===== src/rtl/gpio_tmr_fault_manager.sv =====
// Majority voter plus persistent-fault detection and one-at-a-time resync sequencing for triplicated GPIO.
// Optional input fault injection is enabled by defining TMR_FAULT_INJECT_EN.
module gpio_tmr_fault_manager #(
  parameter int WIDTH       = 8,
  parameter int PERSIST     = 4,
  parameter int CNT_W       = 16,
  parameter int ACK_TIMEOUT = 64,
  parameter int SETTLE      = 16
) (
  input  logic             clk,
  input  logic             rst,
  input  logic [WIDTH-1:0] gpio_a,
  input  logic [WIDTH-1:0] gpio_b,
  input  logic [WIDTH-1:0] gpio_c,
  input  logic             clr_cnt,
  input  logic [2:0]       resync_ack,
`ifdef TMR_FAULT_INJECT_EN
  input  logic [2:0]       inj_en,
  input  logic [WIDTH-1:0] inj_mask,
`endif
  output logic [WIDTH-1:0] gpio_voted,
  output logic [2:0]       mismatch,
  output logic [2:0]       fault,
  output logic [2:0]       dead,
  output logic             multi_fault,
  output logic [2:0]       resync_req,
  output logic             busy,
  output logic [CNT_W-1:0] err_cnt_a,
  output logic [CNT_W-1:0] err_cnt_b,
  output logic [CNT_W-1:0] err_cnt_c
);

  localparam int PW   = $clog2(PERSIST + 1);
  localparam int TMAX = (ACK_TIMEOUT > SETTLE) ? ACK_TIMEOUT : SETTLE;
  localparam int TW   = $clog2(TMAX + 1);

  typedef enum logic [2:0] {S_IDLE, S_REQ, S_RELEASE, S_SETTLE, S_CHECK} state_t;

  logic [WIDTH-1:0] w_in [3];
  logic [WIDTH-1:0] w_vote;
  logic [WIDTH-1:0] r_voted;
  logic [2:0]       r_mismatch;
  logic             r_multi;
  logic [2:0]       w_fault;
  logic [2:0]       w_dead;
  logic [2:0]       w_cand;
  logic [CNT_W-1:0] w_err [3];

  state_t           r_state;
  state_t           w_state_next;
  logic [1:0]       r_target;
  logic [1:0]       w_target_next;
  logic [TW-1:0]    r_timer;
  logic [TW-1:0]    w_timer_next;
  logic [2:0]       w_req;
  logic [2:0]       w_hold;
  logic [2:0]       w_set_dead;
  logic [2:0]       w_clr_fault;

`ifdef TMR_FAULT_INJECT_EN
  assign w_in[0] = inj_en[0] ? (gpio_a ^ inj_mask) : gpio_a;
  assign w_in[1] = inj_en[1] ? (gpio_b ^ inj_mask) : gpio_b;
  assign w_in[2] = inj_en[2] ? (gpio_c ^ inj_mask) : gpio_c;
`else
  assign w_in[0] = gpio_a;
  assign w_in[1] = gpio_b;
  assign w_in[2] = gpio_c;
`endif

  assign w_vote = (w_in[0] & w_in[1]) | (w_in[1] & w_in[2]) | (w_in[0] & w_in[2]);

  always_ff @(posedge clk) begin
    if (rst) begin
      r_voted    <= '0;
      r_mismatch <= '0;
      r_multi    <= 1'b0;
    end else begin
      r_voted    <= w_vote;
      r_mismatch <= {|(w_in[2] ^ w_vote), |(w_in[1] ^ w_vote), |(w_in[0] ^ w_vote)};
      // Two or more of three flags set is the majority of (fault|dead).
      r_multi    <= ((w_fault[0] | w_dead[0]) & (w_fault[1] | w_dead[1]))
                  | ((w_fault[1] | w_dead[1]) & (w_fault[2] | w_dead[2]))
                  | ((w_fault[0] | w_dead[0]) & (w_fault[2] | w_dead[2]));
    end
  end

  for (genvar gi = 0; gi < 3; gi++) begin : g_inst
    logic [PW-1:0]    r_pers;
    logic [CNT_W-1:0] r_err;
    logic             r_flt;
    logic             r_dead;

    always_ff @(posedge clk) begin
      if (rst) begin
        r_pers <= '0;
        r_err  <= '0;
        r_flt  <= 1'b0;
        r_dead <= 1'b0;
      end else begin
        if (clr_cnt)
          r_err <= '0;
        else if (r_mismatch[gi] && (r_err != '1))
          r_err <= r_err + 1'b1;

        if (w_hold[gi])
          r_pers <= '0;
        else if (!r_dead) begin
          if (!r_mismatch[gi])
            r_pers <= '0;
          else if (r_pers != PW'(PERSIST))
            r_pers <= r_pers + 1'b1;
        end

        // The CHECK verdict wins over a fault raised in the same cycle.
        if (w_clr_fault[gi])
          r_flt <= 1'b0;
        else if (!w_hold[gi] && !r_dead && r_mismatch[gi] && (r_pers == PW'(PERSIST - 1)))
          r_flt <= 1'b1;

        if (w_set_dead[gi])
          r_dead <= 1'b1;
      end
    end

    assign w_fault[gi] = r_flt;
    assign w_dead[gi]  = r_dead;
    assign w_err[gi]   = r_err;
  end

  assign w_cand = w_fault & ~w_dead;

  always_ff @(posedge clk) begin
    if (rst) begin
      r_state  <= S_IDLE;
      r_target <= 2'd0;
      r_timer  <= '0;
    end else begin
      r_state  <= w_state_next;
      r_target <= w_target_next;
      r_timer  <= w_timer_next;
    end
  end

  always_comb begin
    w_state_next  = r_state;
    w_target_next = r_target;
    w_timer_next  = r_timer;
    w_req         = '0;
    w_hold        = '0;
    w_set_dead    = '0;
    w_clr_fault   = '0;
    unique case (r_state)
      S_IDLE: begin
        w_timer_next = '0;
        if (w_cand[0]) begin
          w_target_next = 2'd0;
          w_state_next  = S_REQ;
        end else if (w_cand[1]) begin
          w_target_next = 2'd1;
          w_state_next  = S_REQ;
        end else if (w_cand[2]) begin
          w_target_next = 2'd2;
          w_state_next  = S_REQ;
        end
      end
      S_REQ: begin
        w_req[r_target] = 1'b1;
        if (resync_ack[r_target]) begin
          w_timer_next = '0;
          w_state_next = S_RELEASE;
        end else if (r_timer == TW'(ACK_TIMEOUT - 1)) begin
          w_set_dead[r_target] = 1'b1;
          w_state_next         = S_IDLE;
        end else begin
          w_timer_next = r_timer + 1'b1;
        end
      end
      S_RELEASE: begin
        if (!resync_ack[r_target]) begin
          w_timer_next = '0;
          w_state_next = S_SETTLE;
        end
      end
      S_SETTLE: begin
        w_hold[r_target] = 1'b1;
        if (r_timer == TW'(SETTLE - 1))
          w_state_next = S_CHECK;
        else
          w_timer_next = r_timer + 1'b1;
      end
      S_CHECK: begin
        if (r_mismatch[r_target])
          w_set_dead[r_target] = 1'b1;
        else
          w_clr_fault[r_target] = 1'b1;
        w_state_next = S_IDLE;
      end
      default: w_state_next = S_IDLE;
    endcase
  end

  assign gpio_voted  = r_voted;
  assign mismatch    = r_mismatch;
  assign fault       = w_fault;
  assign dead        = w_dead;
  assign multi_fault = r_multi;
  assign resync_req  = w_req;
  assign busy        = (r_state != S_IDLE);
  assign err_cnt_a   = w_err[0];
  assign err_cnt_b   = w_err[1];
  assign err_cnt_c   = w_err[2];

endmodule


===== config.mk =====
export PLATFORM = sky130hd
export DESIGN_NAME = gpio_tmr_fault_manager
export DESIGN_NICKNAME = d
export VERILOG_FILES = /design/src/rtl/gpio_tmr_fault_manager.sv
export SDC_FILE = /design/constraint.sdc
export NUM_CORES = 1
export LEC_CHECK = 0
export ABC_CLOCK_PERIOD_IN_PS = 4500
export BUFFER_PORTS_ARGS = -buffer_cell sky130_fd_sc_hd__buf_2
export CORE_MARGIN = 5
export CORE_UTILIZATION = 49
export CTS_CLUSTER_DIAMETER = 120
export DETAILED_ROUTE_END_ITERATION = 16
export PLACE_DENSITY_LB_ADDON = 0.05
export SLEW_MARGIN = 20
export SYNTH_ARGS = -nofsm -noshare
export SYNTH_HDL_FRONTEND = slang
export SYNTH_SLANG_ARGS = --single-unit
export TNS_END_PERCENT = 20

===== constraint.sdc =====
create_clock -name clk -period 4.5 [get_ports clk]
set_input_delay 0 -clock clk [delete_from_list [all_inputs] [get_ports clk]]
set_output_delay 0 -clock clk [all_outputs]
set_load 0.01 [all_outputs]

==> reports/metrics.cfg <==
[place]
io_buffers=99
place_congestion=0.820
placed_area_sq_um=5180
dpl.hpwl_microns=7940
dpl_worst_slack_ns=2.37

[finish]
fin_util_pct=60.6
finalInstanceArea_sq_um=5600
fin_nets=714
syn2layout_area_growth_pct=20.7
drive_gt1_share_pct=17.4
diodes=0

[synth]
yosysTopAreaCell=dfxtp_1
synth.net_count=606
synth.top_cell.area_share_pct=37.5
ys_seq_elements=87
synthCells=563
synth_common_cells=dfxtp_1, nor2_1, nand2_1
synth-main-ff-cell=dfxtp_1
synth-edff-count=0
synthArstFlopShare_pct=0
synth.cell_area_sq_um=4640
synth_most_common_cell=dfxtp_1
synth.distinct_cells=57
seq_area_frac_synth_pct=37.5
avgSynthCellArea_sq_um=8.24
ys_top_cells_by_area=dfxtp_1, xor2_1, nor2_1
synthesis.yosys.warnings=0

[clocking]
cts_max_level=3
cts_sinks=87
cts_tree=yes
clk_latency_ns=0.34
clk_pin_slew_ns=0.09
hold_buffers=22
post_cts_buffers=0
cts_resized=0
clock_path_buffers=2
numCtsBuffers=9
cts-root-buf=clkbuf_8

[grt]
grt_pass1_vias=4063
grt_antenna_before_repair=0
grtUsageTotal_pct=19.5
grt_max_degree=49
grt_pass1_wl_microns=18600
gr-total-overflow=0

[die]
num_io_pins=100
die_x_microns=107
fp-row-count=35
initial_core_util_pct=50.2
design.core.area_sq_um=9240
die_h_microns=107
die-area_sq_um=11500

[timing]
max_freq_ghz=0.461
setup_ws_ns=2.33
setup_viol=0
finalSetupTns_ns=0
skew_ns=0.0125
hold_viol=0
period_minus_slack_ns=2.17
relSlewSlack_pct=38.7
min_period_over_period_pct=48.2
grt_setup_unrepaired=no
drv_slew=0
worst_pin_slew_ns=0.919

[setup_path]
timing.rr.start=err_cnt_b[6]
r2r_slack_ns=2.33
critPathKind=reg2reg
r2r_cells=5
cp_max_fo=10
critical_path.startpoint_type=flop
critPathTopFamily=simple AND/OR/NAND/NOR gates
slowest_delay_ns=0.65
crit_arrival_ns=2.37
r2r-end=err_cnt_b[13]
cp_slowest_cell=or4b_1
critPathRequiredTime_ns=4.70
cp_num_buf_inv=0
crit_chain=and4_1 -> or4b_1 -> or3b_1 -> xor2_1 -> nor2_1
cp-end-kind=flop

[route]
ant_nets=0
drt_iter0_markers=180
drc=0
drt-total-wl_microns=11100
vias=4423
viasPerCell=5.51
wl_per_cell_microns=13.8
drt-pass1-iter-count=4

[power_and_ir_drop]
powerDensity_nw_per_um2=269
power_mw=1.50
leakagePower_nw=2.32
ir_drop_v=0.000164

[min_path]
hp-start=gpio_b[5]
min_to=gpio_voted[5]
holdPathStages=3
hp-class=in2reg

[run]
max_cap_viol_count=0

[status]
status=complete, no violations

==> flip-flops by register name, indices dropped and copies added, names as in the netlist <==
name           count
g_inst.r_pers      9
gpio_voted         8
g_inst.r_flt       3
err_cnt_c         16
g_inst.r_dead      3
r_target           2
err_cnt_b         16
mismatch           3
r_timer            7
err_cnt_a         16
r_state            3
multi_fault        1
==> cells in the final DEF (no fill, tap or decap), drive strengths merged, types with 8 or more instances in the layout <==
| cell type | n |
|---|---|
| and3 | 14 |
| buf | 99 |
| o21ai | 24 |
| dlygate4sd3 | 22 |
| nand2 | 41 |
| a31oi | 13 |
| nor2b | 8 |
| nor3b | 8 |
| nand2b | 20 |
| nor3 | 11 |
| inv | 25 |
| and4 | 10 |
| clkbuf | 10 |
| nand3 | 23 |
| nand4 | 16 |
| a21oi | 33 |
| xor2 | 28 |
| ha | 13 |
| nor2 | 60 |
| mux2i | 12 |
| dfxtp | 87 |
==> where the power goes <==
part	internal (mW)	total (mW)	switching [mW]
logic	0.0644	0.138	0.0740
clock network	0.306	0.567	0.260
registers	0.782	0.798	0.0161
==> metrics by stage <==
stage               cells  hold slack, ns
floorplan             563           0.160
global placement      767           0.309
detailed placement    767           0.317
CTS                   803         0.00857
global route          803          0.0185
finish                803          0.0242
==> metal layers <==
metal,vias to the layer above,part of all wire [%],track usage [%]
met5,-,0,0
met4,0,1.2,6.30
met3,13,5.4,3.30
met2,112,48,33.3
met1,2039,45,25.0
li1,2259,-,-
==> worst max path at each step <==
| stage | cells after the start | endpoint | start |
|---|---|---|---|
| after CTS | 5 | err_cnt_b[13] | err_cnt_b[6] |
| after global placement | 5 | err_cnt_b[13] | err_cnt_b[6] |
| after global routing | 6 | r_timer[4] | r_timer[0] |
| after floorplan | 7 | err_cnt_b[13] | err_cnt_b[6] |
| after detailed placement | 5 | err_cnt_b[13] | err_cnt_b[6] |
| final | 5 | err_cnt_b[13] | err_cnt_b[6] |
==> worst reg2reg max path, cell delays in order, from the launching register on <==
cell	delay [ns]
dfxtp_1	0.43
and4_1	0.32
or4b_1	0.65
or3b_1	0.45
xor2_1	0.14
nor2_1	0.05
==> cell type report <==
| class | instances | area [sq um] |
|---|---|---|
| sequential | 87 | 1740 |
| multi-input combinational | 426 | 2680 |
| timing repair buffer | 121 | 716 |
| clock inverter | 4 | 72.6 |
| inverter | 26 | 97.6 |
| clock buffer | 10 | 128 |
| tap | 129 | 161 |
| fill | 876 | 3640 |
==> cell families after synthesis <==
family,synth area share (%)
AO/OA/AOI/OAI,16.9
XOR/XNOR,6.04
adder cells (fa/ha/maj),3.51
buffers and inverters,4.64
flip-flops,37.5
multiplexers,2.59
AND/OR/NAND/NOR,28.8
Power figures use the tool's default switching activity.
